<file path="config.mk">
export PLATFORM = sky130hd
export DESIGN_NAME = trap_controller
export DESIGN_NICKNAME = d
export VERILOG_FILES = /design/src/rtl/trap_controller_pkg.sv /design/src/rtl/trap_controller_irq_synchronizer.sv /design/src/rtl/trap_controller.sv
export SDC_FILE = /design/constraint.sdc
export NUM_CORES = 1
export LEC_CHECK = 0
export BUFFER_PORTS_ARGS = -buffer_cell sky130_fd_sc_hd__buf_2
export CORE_ASPECT_RATIO = 0.6
export CORE_MARGIN = 8
export CORE_UTILIZATION = 40
export CTS_CLUSTER_SIZE = 30
export DETAILED_ROUTE_END_ITERATION = 12
export GPL_TIMING_DRIVEN = 1
export PLACE_DENSITY = 0.75
export REMOVE_ABC_BUFFERS = 1
export SYNTH_ARGS = -nofsm -noshare
export SYNTH_HDL_FRONTEND = slang
export SYNTH_SLANG_ARGS = --single-unit
export TNS_END_PERCENT = 5
</file>
<file path="constraint.sdc">
create_clock -name clock -period 2.32 [get_ports clock]
set_clock_uncertainty 0.2 [all_clocks]
set_input_delay 0.58 -clock clock [delete_from_list [all_inputs] [get_ports clock]]
set_output_delay 0.58 -clock clock [all_outputs]
set_load 0.01 [all_outputs]
</file>
<file path="src/rtl/trap_controller_pkg.sv">
// Shared types and cause codes for the writeback trap sequencer.
package trap_controller_pkg;

   typedef enum logic [1:0] {
      IDLE     = 2'd0,
      TRAP     = 2'd1,
      RET      = 2'd2,
      REDIRECT = 2'd3
   } trapState_e;

   localparam logic [3:0] CAUSE_MISALIGNED_FETCH = 4'd0;
   localparam logic [3:0] CAUSE_ILLEGAL          = 4'd2;
   localparam logic [3:0] CAUSE_BREAKPOINT       = 4'd3;
   localparam logic [3:0] CAUSE_ECALL_M          = 4'd11;
   localparam logic [3:0] IRQ_CAUSE_DEFAULT      = 4'd11;

endpackage

</file>
<file path="src/rtl/trap_controller_irq_synchronizer.sv">
// Multi-flop synchronizer that brings the level-sensitive external interrupt into the clock domain.
module irq_synchronizer #(
   parameter int SYNC_STAGES = 2
) (
   input  logic clock,
   input  logic reset,
   input  logic async_irq,
   output logic sync_irq
);

   logic [SYNC_STAGES-1:0] stages;

   always_ff @(posedge clock or negedge reset) begin
      if (!reset) begin
         stages <= '0;
      end else begin
         stages <= {stages[SYNC_STAGES-2:0], async_irq};
      end
   end

   assign sync_irq = stages[SYNC_STAGES-1];

endmodule

</file>
<file path="src/rtl/trap_controller.sv">
// Writeback-stage trap sequencer: exceptions, interrupts and MRET become CSR strobes,
// followed by a pipeline flush and a fetch redirect handshake.
module trap_controller
   import trap_controller_pkg::*;
#(
   parameter int         SYNC_STAGES    = 2,
   parameter int         HOLDOFF_CYCLES = 4,
   parameter logic [3:0] IRQ_CAUSE      = IRQ_CAUSE_DEFAULT
) (
   input  logic        clock,
   input  logic        reset,
   input  logic        interrupt,
   input  logic        mstatusMIE,
   input  logic [31:0] trapVector,
   input  logic [31:0] mepc,
   input  logic        wbValid,
   input  logic [31:0] wbPC,
   input  logic        wbExceptionPending,
   input  logic [3:0]  wbExceptionCause,
   input  logic [31:0] wbExceptionValue,
   input  logic        wbMret,
   input  logic        redirectReady,
   output logic        controlReset,
   output logic [3:0]  mcause,
   output logic [31:0] mtval,
   output logic [31:0] trapPC,
   output logic        trapIsInterrupt,
   output logic        mretSignal,
   output logic        wbSuppress,
   output logic        flush,
   output logic        redirectValid,
   output logic [31:0] redirectPC
);

   localparam int HOLD_W = (HOLDOFF_CYCLES > 0) ? $clog2(HOLDOFF_CYCLES + 1) : 1;

   trapState_e  state;
   logic [HOLD_W-1:0] holdoff;
   logic        irq_sync;
   logic        idle_valid;
   logic        irq_take;
   logic        exc_take;
   logic        int_take;
   logic        ret_take;

   irq_synchronizer #(
      .SYNC_STAGES(SYNC_STAGES)
   ) u_irq_sync (
      .clock     (clock),
      .reset     (reset),
      .async_irq (interrupt),
      .sync_irq  (irq_sync)
   );

   assign idle_valid = (state == IDLE) & wbValid;
   assign irq_take   = irq_sync & mstatusMIE & idle_valid & (holdoff == '0);
   assign exc_take   = idle_valid & wbExceptionPending;
   assign int_take   = irq_take & ~exc_take;
   assign ret_take   = idle_valid & wbMret & ~exc_take & ~int_take;
   // Gated by reset so every output reads 0 while reset is held, even this combinational one.
   assign wbSuppress = reset & (exc_take | int_take);

   always_ff @(posedge clock or negedge reset) begin
      if (!reset) begin
         state           <= IDLE;
         holdoff         <= '0;
         controlReset    <= 1'b0;
         mcause          <= 4'd0;
         mtval           <= 32'd0;
         trapPC          <= 32'd0;
         trapIsInterrupt <= 1'b0;
         mretSignal      <= 1'b0;
         flush           <= 1'b0;
         redirectValid   <= 1'b0;
         redirectPC      <= 32'd0;
      end else begin
         controlReset <= 1'b0;
         mretSignal   <= 1'b0;
         if (holdoff != '0) begin
            holdoff <= holdoff - HOLD_W'(1);
         end

         case (state)
            IDLE: begin
               if (exc_take) begin
                  mcause          <= wbExceptionCause;
                  mtval           <= wbExceptionValue;
                  trapPC          <= wbPC;
                  trapIsInterrupt <= 1'b0;
                  controlReset    <= 1'b1;
                  flush           <= 1'b1;
                  state           <= TRAP;
               end else if (int_take) begin
                  mcause          <= IRQ_CAUSE;
                  mtval           <= 32'd0;
                  trapPC          <= wbPC;
                  trapIsInterrupt <= 1'b1;
                  controlReset    <= 1'b1;
                  flush           <= 1'b1;
                  state           <= TRAP;
               end else if (ret_take) begin
                  mretSignal <= 1'b1;
                  flush      <= 1'b1;
                  state      <= RET;
               end
            end
            // Target is sampled here, one edge after the CSR strobe, so the CSR write is visible.
            TRAP: begin
               redirectValid <= 1'b1;
               redirectPC    <= trapVector;
               state         <= REDIRECT;
            end
            RET: begin
               redirectValid <= 1'b1;
               redirectPC    <= mepc;
               state         <= REDIRECT;
            end
            REDIRECT: begin
               if (redirectValid && redirectReady) begin
                  redirectValid <= 1'b0;
                  flush         <= 1'b0;
                  holdoff       <= HOLD_W'(HOLDOFF_CYCLES);
                  state         <= IDLE;
               end
            end
            default: state <= IDLE;
         endcase
      end
   end

endmodule

</file>
==> results of run 1 <==
-- final cells by class --
type,instances,area share
inverter,9,0.00605
clock inverter,6,0.00975
multi-input combinational,203,0.265
clock buffer,10,0.0357
sequential,112,0.437
timing repair buffer,258,0.216
tap,160,0.0312
-- worst paths after layout --
check	from	endpoint	slack [ns]	cells past startpoint
setup / recovery	holdoff[0]	wbSuppress	-0.15	8
hold / removal	reset	trapPC[7]	0.1	2
setup reg to reg	holdoff[0]	trapPC[10]	0.20	9
hold reg to reg	u_irq_sync.stages[0]	u_irq_sync.stages[1]	0.17	0
max in group asynchronous	reset	redirectPC[2]	1.36	2
min in group clock	interrupt	u_irq_sync.stages[0]	0.14	1
-- power groups by stage --
stage / Sequential (mW) / Clock (mW) / Combinational, mW
after detailed placement: 3.50 / 0 / 4.33
after global routing: 3.60 / 1.62 / 4.76
after CTS: 3.49 / 1.55 / 4.38
final: 3.48 / 1.49 / 4.36
after global placement: 3.47 / 0 / 4.18
after floorplan: 3.90 / 0 / 2.09
-- registers in the layout, summed over array words and instances, names as in the netlist --
| signal | count |
|---|---|
| mtval | 32 |
| redirectPC | 32 |
| trapPC | 32 |
| mcause | 4 |
| holdoff | 3 |
| state | 2 |
| u_irq_sync.stages | 2 |
| controlReset | 1 |
| flush | 1 |
| mretSignal | 1 |
| redirectValid | 1 |
| trapIsInterrupt | 1 |
-- cells in the mapped netlist (2+ instances only) --
cell type / n
dfrtp_1: 112
nor2_1: 36
a21oi_1: 33
a22o_1: 33
mux2i_1: 32
mux2_4: 25
buf_2: 12
clkbuf_1: 8
inv_1: 8
mux2_2: 7
ha_1: 6
a31oi_1: 4
o21ai_0: 4
a21boi_0: 3
o22a_1: 3
and3_1: 2
buf_8: 2
nand2_1: 2
nand3_1: 2
-- through the flow --
stage	hold slack, ns	power [mW]
6_report	0.0974	9.33
5_1_grt	0.119	9.97
4_1_cts	0.121	9.41
3_5_place_dp	0.157	7.83
3_3_place_gp	0.139	7.65
2_1_floorplan	0.0844	5.98
-- logic make-up (layout without fill, tap and decap cells) --
group	count (synthesis)	count (layout)	synth area share
buf+inv	32	283	0.0367
flops	112	112	0.604
xor+xnor	1	1	0.00189
fa+ha+maj	6	6	0.0162
simple gates	45	45	0.0421
mux	64	64	0.167
compound gates	87	87	0.132
-- what timing repair did --
action	4_1_cts	5_1_grt
setup endpoints to repair	1	1
cloned	0	0
pin swaps	4	3
gates resized for setup	5	3
setup buffers	2	2
-- layer usage --
layer / up-vias / share of wire / track usage
met5: - / 0 / 0
met4: 0 / 0.0084 / 0.0397
met3: 11 / 0.091 / 0.0675
met2: 132 / 0.49 / 0.281
met1: 1736 / 0.41 / 0.197
li1: 1740 / - / -
==> results.txt, run 1 <==
Status = finished, violations left
Failing checks = negative setup slack
Final worst setup slack = -0.148 ns
Die height = 99.4 µm
Htree depth = 3
Worst Hold Class = primary input to asynchronous set/reset pin
Most frequent cells in the layout = buf_2 (243), dfrtp_1 (112), nor2_1 (36)
P per Cell Area = 1460 nW/µm²
Largest delay contributor family on the critical path = flip-flops
DRC viols = 0
Antenna viol nets, final = 0
Sw Share = 0.378
Crit Path Class = flop to primary output
Detailed Routing Iterations Pass 1 = 4
CTS root buffer = clkbuf_16
Tmin final = 2.47 ns
Vias in the first global route = 3897
Relative slew slack = 0.610
Final core utilization = 0.568
Synth Register Bits = 112
Fillers = 928
Worst path slowest cell = dfrtp_1
Layout cells sized above 1 = 0.527
CTS Sinks = 112
Switching power summed over all nets = 3.53 mW
Hold Vio Cnt, Final = 0
Global-route wire length before repair = 20600 µm
Synthesized instance count = 347
Clock power share = 0.159
CTS Buf Count = 9
Peak per-stage delay on the critical path = 0.37 ns
Post-Route WL = 13300 µm
Synth Area per Inst = 13.4 µm²
RSZ-0062 raised after global routing = true
Fin area = 6410 µm²
Post-DP Area = 6060 µm²
Flip-flop and latch area = 2800 µm²
Placed cell count = 738
CP Capture Type = primary output
Post-DR wirelength/cell = 17.6 µm
Port Buffers = 245
Worst path bufs/invs = 3
Internal = 5.81 mW
Dpl ws = 0.0121 ns
Via count = 3619
Max Freq = 405 MHz
Core Area = 11300 µm²
Synth top area share = 0.604
Fin. max-slew vios = 0
Seq/Total Area, Yosys = 0.604
# hold bufs at CTS = 0
Required @ worst endpoint = 1.54 ns
Worst path cell trace = inv_2, ha_4, ha_4, a31o_4, nand3_4, inv_6, and2_4, buf_6
ANT cells = 0
Most common cell on crit path = ha_4
Most common cell after layout, fill and taps aside = buf_2
Worst Path Max Fanout = 2
Biggest area consumer among synthesized cells = dfrtp_1
Multi-input gate area = 1700 µm²
DR vias/cell = 4.77
IO Count = 246
Gp weighted congestion = 0.789
Post-synth EDFFs = 0
Slew at the pin with the worst max-slew slack = 0.584 ns
GRT Overall Usage = 0.167
Setup TNS = -0.148 ns
Die outline width = 155 µm
Ys async rst share = 1.00
Top_reg_cell synth = dfrtp_1
Leakage = 3.23 nW
Reg power frac = 0.373
Final non-filler cell total = 758
Largest net degree at the start of global routing = 113
Synth Cell Area = 4640 µm²
Combinational power share = 0.467
Clock buffer depth = 2
Starting Density = 0.411
Iter 0 DRT Violations = 163
Syn. warnings = 0
P&R area growth vs syn = 38.3%
Max cap viols = 0
Area contributors post-synth = dfrtp_1 (60%), mux2_4 (8.1%), mux2i_1 (6.9%), a22o_1 (6.2%), a21oi_1 (3.6%)
CTS clock-pin slew for the worst setup and hold paths = 0.07 ns
Arr. time, crit path = 1.69 ns
CTS tree = done
Final setup viols = 1
Synth unique cells = 32
Final #Nets = 739
Initial antenna violation count = 0
Grt total ovfl = 0
Peak supply drop = 0.678 mV
Final HPWL from detailed placement = 10400 µm
Die area = 15400 µm²
Worst skew pair latency = 0.34 ns
Core Rows = 30
Period Utilization, post-route = 1.06
Type of origin of the critical path = flop
No activity file was read; power rests on OpenSTA's default activity.
==> run 2: changes to the inputs <==
Settings changed: PLACE_DENSITY 0.75 to default, PLACE_DENSITY_LB_ADDON from default to 0.15, TNS_END_PERCENT 5 to 20.
==> results.txt, run 2 (synthesis results as in run 1) <==
Status = finished, violations left (unchanged)
Failing checks = negative setup slack (unchanged)
Post-DP Area = 6060 µm² (unchanged)
Type of origin of the critical path = flop (unchanged)
Post-DR wirelength/cell = 17.3 µm (was 17.6 µm)
Core Rows = 30 (unchanged)
Die outline width = 155 µm (unchanged)
P&R area growth vs syn = 40.0% (was 38.3%)
Final worst setup slack = -0.175 ns (was -0.148 ns)
Max Freq = 401 MHz (was 405 MHz)
Final #Nets = 741 (was 739)
RSZ-0062 raised after global routing = true (unchanged)
Final HPWL from detailed placement = 9970 µm (was 10400 µm)
Worst skew pair latency = 0.35 ns (was 0.34 ns)
Crit Path Class = flop to primary output (unchanged)
Slew at the pin with the worst max-slew slack = 0.594 ns (was 0.584 ns)
Gp weighted congestion = 0.811 (was 0.789)
DR vias/cell = 4.75 (was 4.77)
GRT Overall Usage = 0.167 (about the same)
Period Utilization, post-route = 1.08 (was 1.06)
Global-route wire length before repair = 20500 µm (was 20600 µm)
Placed cell count = 738 (unchanged)
Arr. time, crit path = 1.72 ns (was 1.69 ns)
Initial antenna violation count = 0 (unchanged)
Layout cells sized above 1 = 0.527 (about the same)
Leakage = 3.28 nW (was 3.23 nW)
Worst Hold Class = primary input to asynchronous set/reset pin (unchanged)
Final setup viols = 1 (unchanged)
Fillers = 949 (was 928)
Max cap viols = 0 (unchanged)
ANT cells = 0 (unchanged)
Most common cell after layout, fill and taps aside = buf_2 (unchanged)
Core Area = 11300 µm² (unchanged)
Largest regs = mtval x32, redirectPC x32, trapPC x32 (unchanged)
Via count = 3612 (was 3619)
CTS root buffer = clkbuf_16 (unchanged)
Fin. max-slew vios = 0 (unchanged)
CTS Buf Count = 9 (unchanged)
Vias in the first global route = 3813 (was 3897)
Antenna viol nets, final = 0 (unchanged)
Clock buffer depth = 2 (unchanged)
CTS tree = done (unchanged)
P per Cell Area = 1490 nW/µm² (was 1460 nW/µm²)
Htree depth = 3 (unchanged)
Detailed Routing Iterations Pass 1 = 4 (unchanged)
CTS Sinks = 112 (unchanged)
Die height = 99.4 µm (unchanged)
Hold Vio Cnt, Final = 0 (unchanged)
Largest net degree at the start of global routing = 113 (unchanged)
Peak supply drop = 0.624 mV (was 0.678 mV)
Port Buffers = 245 (unchanged)
Grt total ovfl = 0 (unchanged)
Relative slew slack = 0.604 (was 0.610)
Tmin final = 2.50 ns (was 2.47 ns)
IO Count = 246 (unchanged)
DRC viols = 0 (unchanged)
CTS clock-pin slew for the worst setup and hold paths = 0.08 ns (was 0.07 ns)
Post-Route WL = 13200 µm (was 13300 µm)
CP Capture Type = primary output (unchanged)
Most frequent cells in the layout = buf_2 (243), dfrtp_1 (112), nor2_1 (36) (unchanged)
Starting Density = 0.411 (unchanged)
Fin area = 6490 µm² (was 6410 µm²)
Die area = 15400 µm² (unchanged)
Worst Path Max Fanout = 2 (unchanged)
Final non-filler cell total = 760 (was 758)
Iter 0 DRT Violations = 150 (was 163)
Required @ worst endpoint = 1.54 ns (about the same)
-- run 2: critical path: stages, from the launching register on --
cell and delay (ns):
dfrtp_1 0.36, inv_1 0.06, ha_2 0.19, ha_4 0.16, a31o_4 0.23, nand3_4 0.08, inv_6 0.04, and2_4 0.13
buf_6 0.11
-- run 2: per-layer routing --
metal  global-route usage  up-vias  part of all wire
met4               0.0412        0             0.011
li1                     -     1739                 -
met2                0.270      147              0.47
met3               0.0537       14             0.080
met1                0.213     1712              0.44
met5                    0        -                 0
-- run 2: per-stage QoR --
stage | setup TNS, ns | total power, mW | setup WS [ns] | util | hold slack [ns]
2_1_floorplan | -0.598 | 5.98 | -0.317 | - | 0.0844
3_3_place_gp | 0 | 7.71 | 0.0524 | 0.536 | 0.134
3_5_place_dp | 0 | 7.84 | 0.0270 | 0.536 | 0.138
4_1_cts | -0.202 | 9.77 | -0.202 | 0.573 | 0.116
5_1_grt | -0.238 | 10.3 | -0.238 | 0.575 | 0.116
6_report | -0.175 | 9.64 | -0.175 | 0.575 | 0.115
-- run 2: cell type report --
class                           count  area, µm²  share of cell area
Sequential cell                   112       2800               0.432
Clock inverter                      7        140              0.0216
Tap cell                          160        200              0.0308
Multi-Input combinational cell    203       1690               0.260
Timing Repair Buffer              260       1400               0.215
Inverter                            9       38.8             0.00597
Clock buffer                        9        225              0.0347
-- run 2: repair_timing --
action / in CTS / in global routing
pin swaps: 5 / 3
endpoints found under the setup margin: 1 / 1
hold buffers: 0 / 0
resized for setup: 6 / 0
buffers inserted: 4 / 2
-- run 2: final timing paths --
| check | from | endpoint | slack [ns] | depth (start not counted) |
|---|---|---|---|---|
| worst min-delay path | reset | trapPC[11] | 0.11 | 2 |
| min in group clock | interrupt | u_irq_sync.stages[0] | 0.13 | 1 |
| worst min register to register | u_irq_sync.stages[0] | u_irq_sync.stages[1] | 0.15 | 0 |
| worst max-delay path | holdoff[1] | wbSuppress | -0.18 | 8 |
| max in group asynchronous | reset | holdoff[0] | 1.35 | 2 |
| worst max register to register | holdoff[1] | trapPC[12] | 0.25 | 8 |
-- run 2: where the power goes --
part / total (mW) / leakage [nW] / internal (mW) / switching, mW
registers: 3.45 / 1.33 / 2.94 / 0.516
logic: 4.36 / 1.77 / 2.11 / 2.25
clock network: 1.83 / 0.176 / 1.08 / 0.749
==> run 3: changes to the inputs <==
Settings changed: SYNTH_HIERARCHICAL from default to 1.
==> results.txt, run 3 <==
Leakage = 3.23 nW (was 3.28 nW)
Failing checks = negative setup slack (unchanged)
Hold Slack = 0.0819 ns (was 0.115 ns)
Most common cell after layout, fill and taps aside = buf_2 (unchanged)
Core Rows = 30 (unchanged)
CTS clock-pin slew for the worst setup and hold paths = 0.07 ns (was 0.08 ns)
Initial antenna violation count = 0 (unchanged)
Gp weighted congestion = 0.776 (was 0.811)
Setup TNS = -0.164 ns (was -0.175 ns)
Multi-input gate area = 1700 µm² (was 1690 µm²)
Top_reg_cell synth = dfrtp_1 (unchanged)
ANT cells = 0 (unchanged)
Crit Path Class = flop to primary output (unchanged)
CTS Buf Count = 9 (unchanged)
Most common cell in the netlist = dfrtp_1 (unchanged)
Tmin final = 2.48 ns (was 2.50 ns)
CTS root buffer = clkbuf_16 (unchanged)
Iter 0 DRT Violations = 176 (was 150)
Max Freq = 403 MHz (was 401 MHz)
Final #Nets = 738 (was 741)
Clock buffer depth = 2 (unchanged)
CTS Sinks = 112 (unchanged)
Synth Cell Area = 4640 µm² (unchanged)
Commonest cells post-synth = dfrtp_1 (112), nor2_1 (36), a21oi_1 (33), a22o_1 (33), mux2i_1 (32) (unchanged)
Final worst setup slack = -0.164 ns (was -0.175 ns)
Worst Setup SP = holdoff[0] (was holdoff[1])
Biggest area consumer among synthesized cells = dfrtp_1 (unchanged)
DRC viols = 0 (unchanged)
Worst Hold Class = primary input to asynchronous set/reset pin (unchanged)
P&R area growth vs syn = 38.4% (was 40.0%)
Die outline width = 155 µm (unchanged)
RSZ-0062 raised after global routing = true (unchanged)
Detailed Routing Iterations Pass 1 = 4 (unchanged)
Synth unique cells = 33 (was 32)
Ys async rst share = 1.00 (unchanged)
Htree depth = 3 (unchanged)
R2r startpoint = holdoff[0] (was holdoff[1])
Global-route wire length before repair = 20400 µm (was 20500 µm)
Core Area = 11300 µm² (unchanged)
GRT Overall Usage = 0.164 (was 0.167)
IO Count = 246 (unchanged)
Starting Density = 0.411 (unchanged)
Relative slew slack = 0.557 (was 0.604)
Largest regs = mtval x32, redirectPC x32, trapPC x32 (unchanged)
Type of origin of the critical path = flop (unchanged)
Status = finished, violations left (unchanged)
Flip-flop and latch area = 2800 µm² (unchanged)
Final setup viols = 1 (unchanged)
Fillers = 960 (was 949)
Via count = 3590 (was 3612)
Synth top area share = 0.604 (unchanged)
Worst skew pair latency = 0.34 ns (was 0.35 ns)
Slew at the pin with the worst max-slew slack = 0.664 ns (was 0.594 ns)
Hold Vio Cnt, Final = 0 (unchanged)
CTS tree = done (unchanged)
Antenna viol nets, final = 0 (unchanged)
Vias in the first global route = 3732 (was 3813)
Final HPWL from detailed placement = 9840 µm (was 9970 µm)
Die area = 15400 µm² (unchanged)
Post-synth EDFFs = 0 (unchanged)
Max cap viols = 0 (unchanged)
Port Buffers = 245 (unchanged)
P per Cell Area = 1460 nW/µm² (was 1490 nW/µm²)
Period Utilization, post-route = 1.07 (was 1.08)
Synth Area per Inst = 13.4 µm² (unchanged)
Most frequent cells in the layout = buf_2 (243), dfrtp_1 (112), nor2_1 (36) (unchanged)
Die height = 99.4 µm (unchanged)
Syn. warnings = 6 (was 0)
Largest net degree at the start of global routing = 113 (unchanged)
Post-DR wirelength/cell = 17.1 µm (was 17.3 µm)
Reg2Reg Depth = 9 (was 8)
Seq/Total Area, Yosys = 0.604 (unchanged)
Required @ worst endpoint = 1.54 ns (about the same)
Post-Route WL = 13000 µm (was 13200 µm)
Final core utilization = 0.568 (was 0.575)
Total power = 9.35 mW (was 9.64 mW)
Arr. time, crit path = 1.70 ns (was 1.72 ns)
Area contributors post-synth = dfrtp_1 (60%), mux2_4 (8.1%), mux2i_1 (6.9%), a22o_1 (6.2%), a21oi_1 (3.6%) (unchanged)
Fin. max-slew vios = 0 (unchanged)
Dpl ws = 0.0367 ns (was 0.0270 ns)
Grt total ovfl = 0 (unchanged)
DR vias/cell = 4.74 (was 4.75)
CP Capture Type = primary output (unchanged)
Layout cells sized above 1 = 0.524 (was 0.527)
Synth Register Bits = 112 (unchanged)
Synthesized instance count = 347 (unchanged)
Peak supply drop = 0.616 mV (was 0.624 mV)
Worst Path Max Fanout = 2 (unchanged)
## run 3: final timing paths
path,end,slack (ns)
max,wbSuppress,-0.16
max reg2reg,trapPC[7],0.15
max in group asynchronous,mcause[2],1.27
min in group clock,u_irq_sync/stages[0],0.15
min reg2reg,u_irq_sync/stages[1],0.16
min,trapPC[22],0.08
## run 3: area by class of cell
cell class                 instances  share of cell area
clock buffer                      10              0.0357
clock inverter                     6              0.0117
inverter                           9             0.00604
multi-input combinational        203               0.265
sequential                       112               0.437
tap                              160              0.0312
timing repair buffer             257               0.214
## run 3: routing by layer
metal | GRT usage | wire (µm) | vias to the layer above
li1 | - | - | 1729
met1 | 0.220 | 5870 | 1716
met2 | 0.257 | 5970 | 135
met3 | 0.0554 | 1030 | 10
met4 | 0.0292 | 87 | 0
met5 | 0 | 0 | -
## run 3: repair_timing
item	4_1_cts	5_1_grt
gates resized for setup	5	2
buffers inserted	3	2
setup endpoints to repair	1	1
pin swaps	4	3
hold buffers	0	0
cloned	0	0
## run 3: cells by family (layout without fill, tap and decap cells)
kind of cell    Yosys count  after routing  synth area share
mux                      64             64             0.167
simple gates             45             45            0.0421
compound gates           87             87             0.132
xor+xnor                  1              1           0.00189
flops                   112            112             0.604
buf+inv                  32            282            0.0367
fa+ha+maj                 6              6            0.0162
## run 3: power by group
group          total [mW]  switching [mW]  leakage [nW]  internal, mW
logic                4.33            2.22          1.76          2.11
registers            3.46           0.522          1.33          2.94
clock network        1.56           0.707         0.146         0.856
## run 3: metrics by stage
stage,cells,cell area (µm²)
6_report,757,6420
5_1_grt,757,6420
4_1_cts,755,6390
3_5_place_dp,736,6040
3_3_place_gp,736,6040
2_1_floorplan,324,4510
## run 3: worst max-delay path, stage by stage, from the launching register on
cell and delay (ns):
dfrtp_1 0.35, inv_1 0.08, ha_4 0.18, ha_4 0.16, a31o_4 0.23, nand3_4 0.11, inv_6 0.03, and2_4 0.12
buf_6 0.11
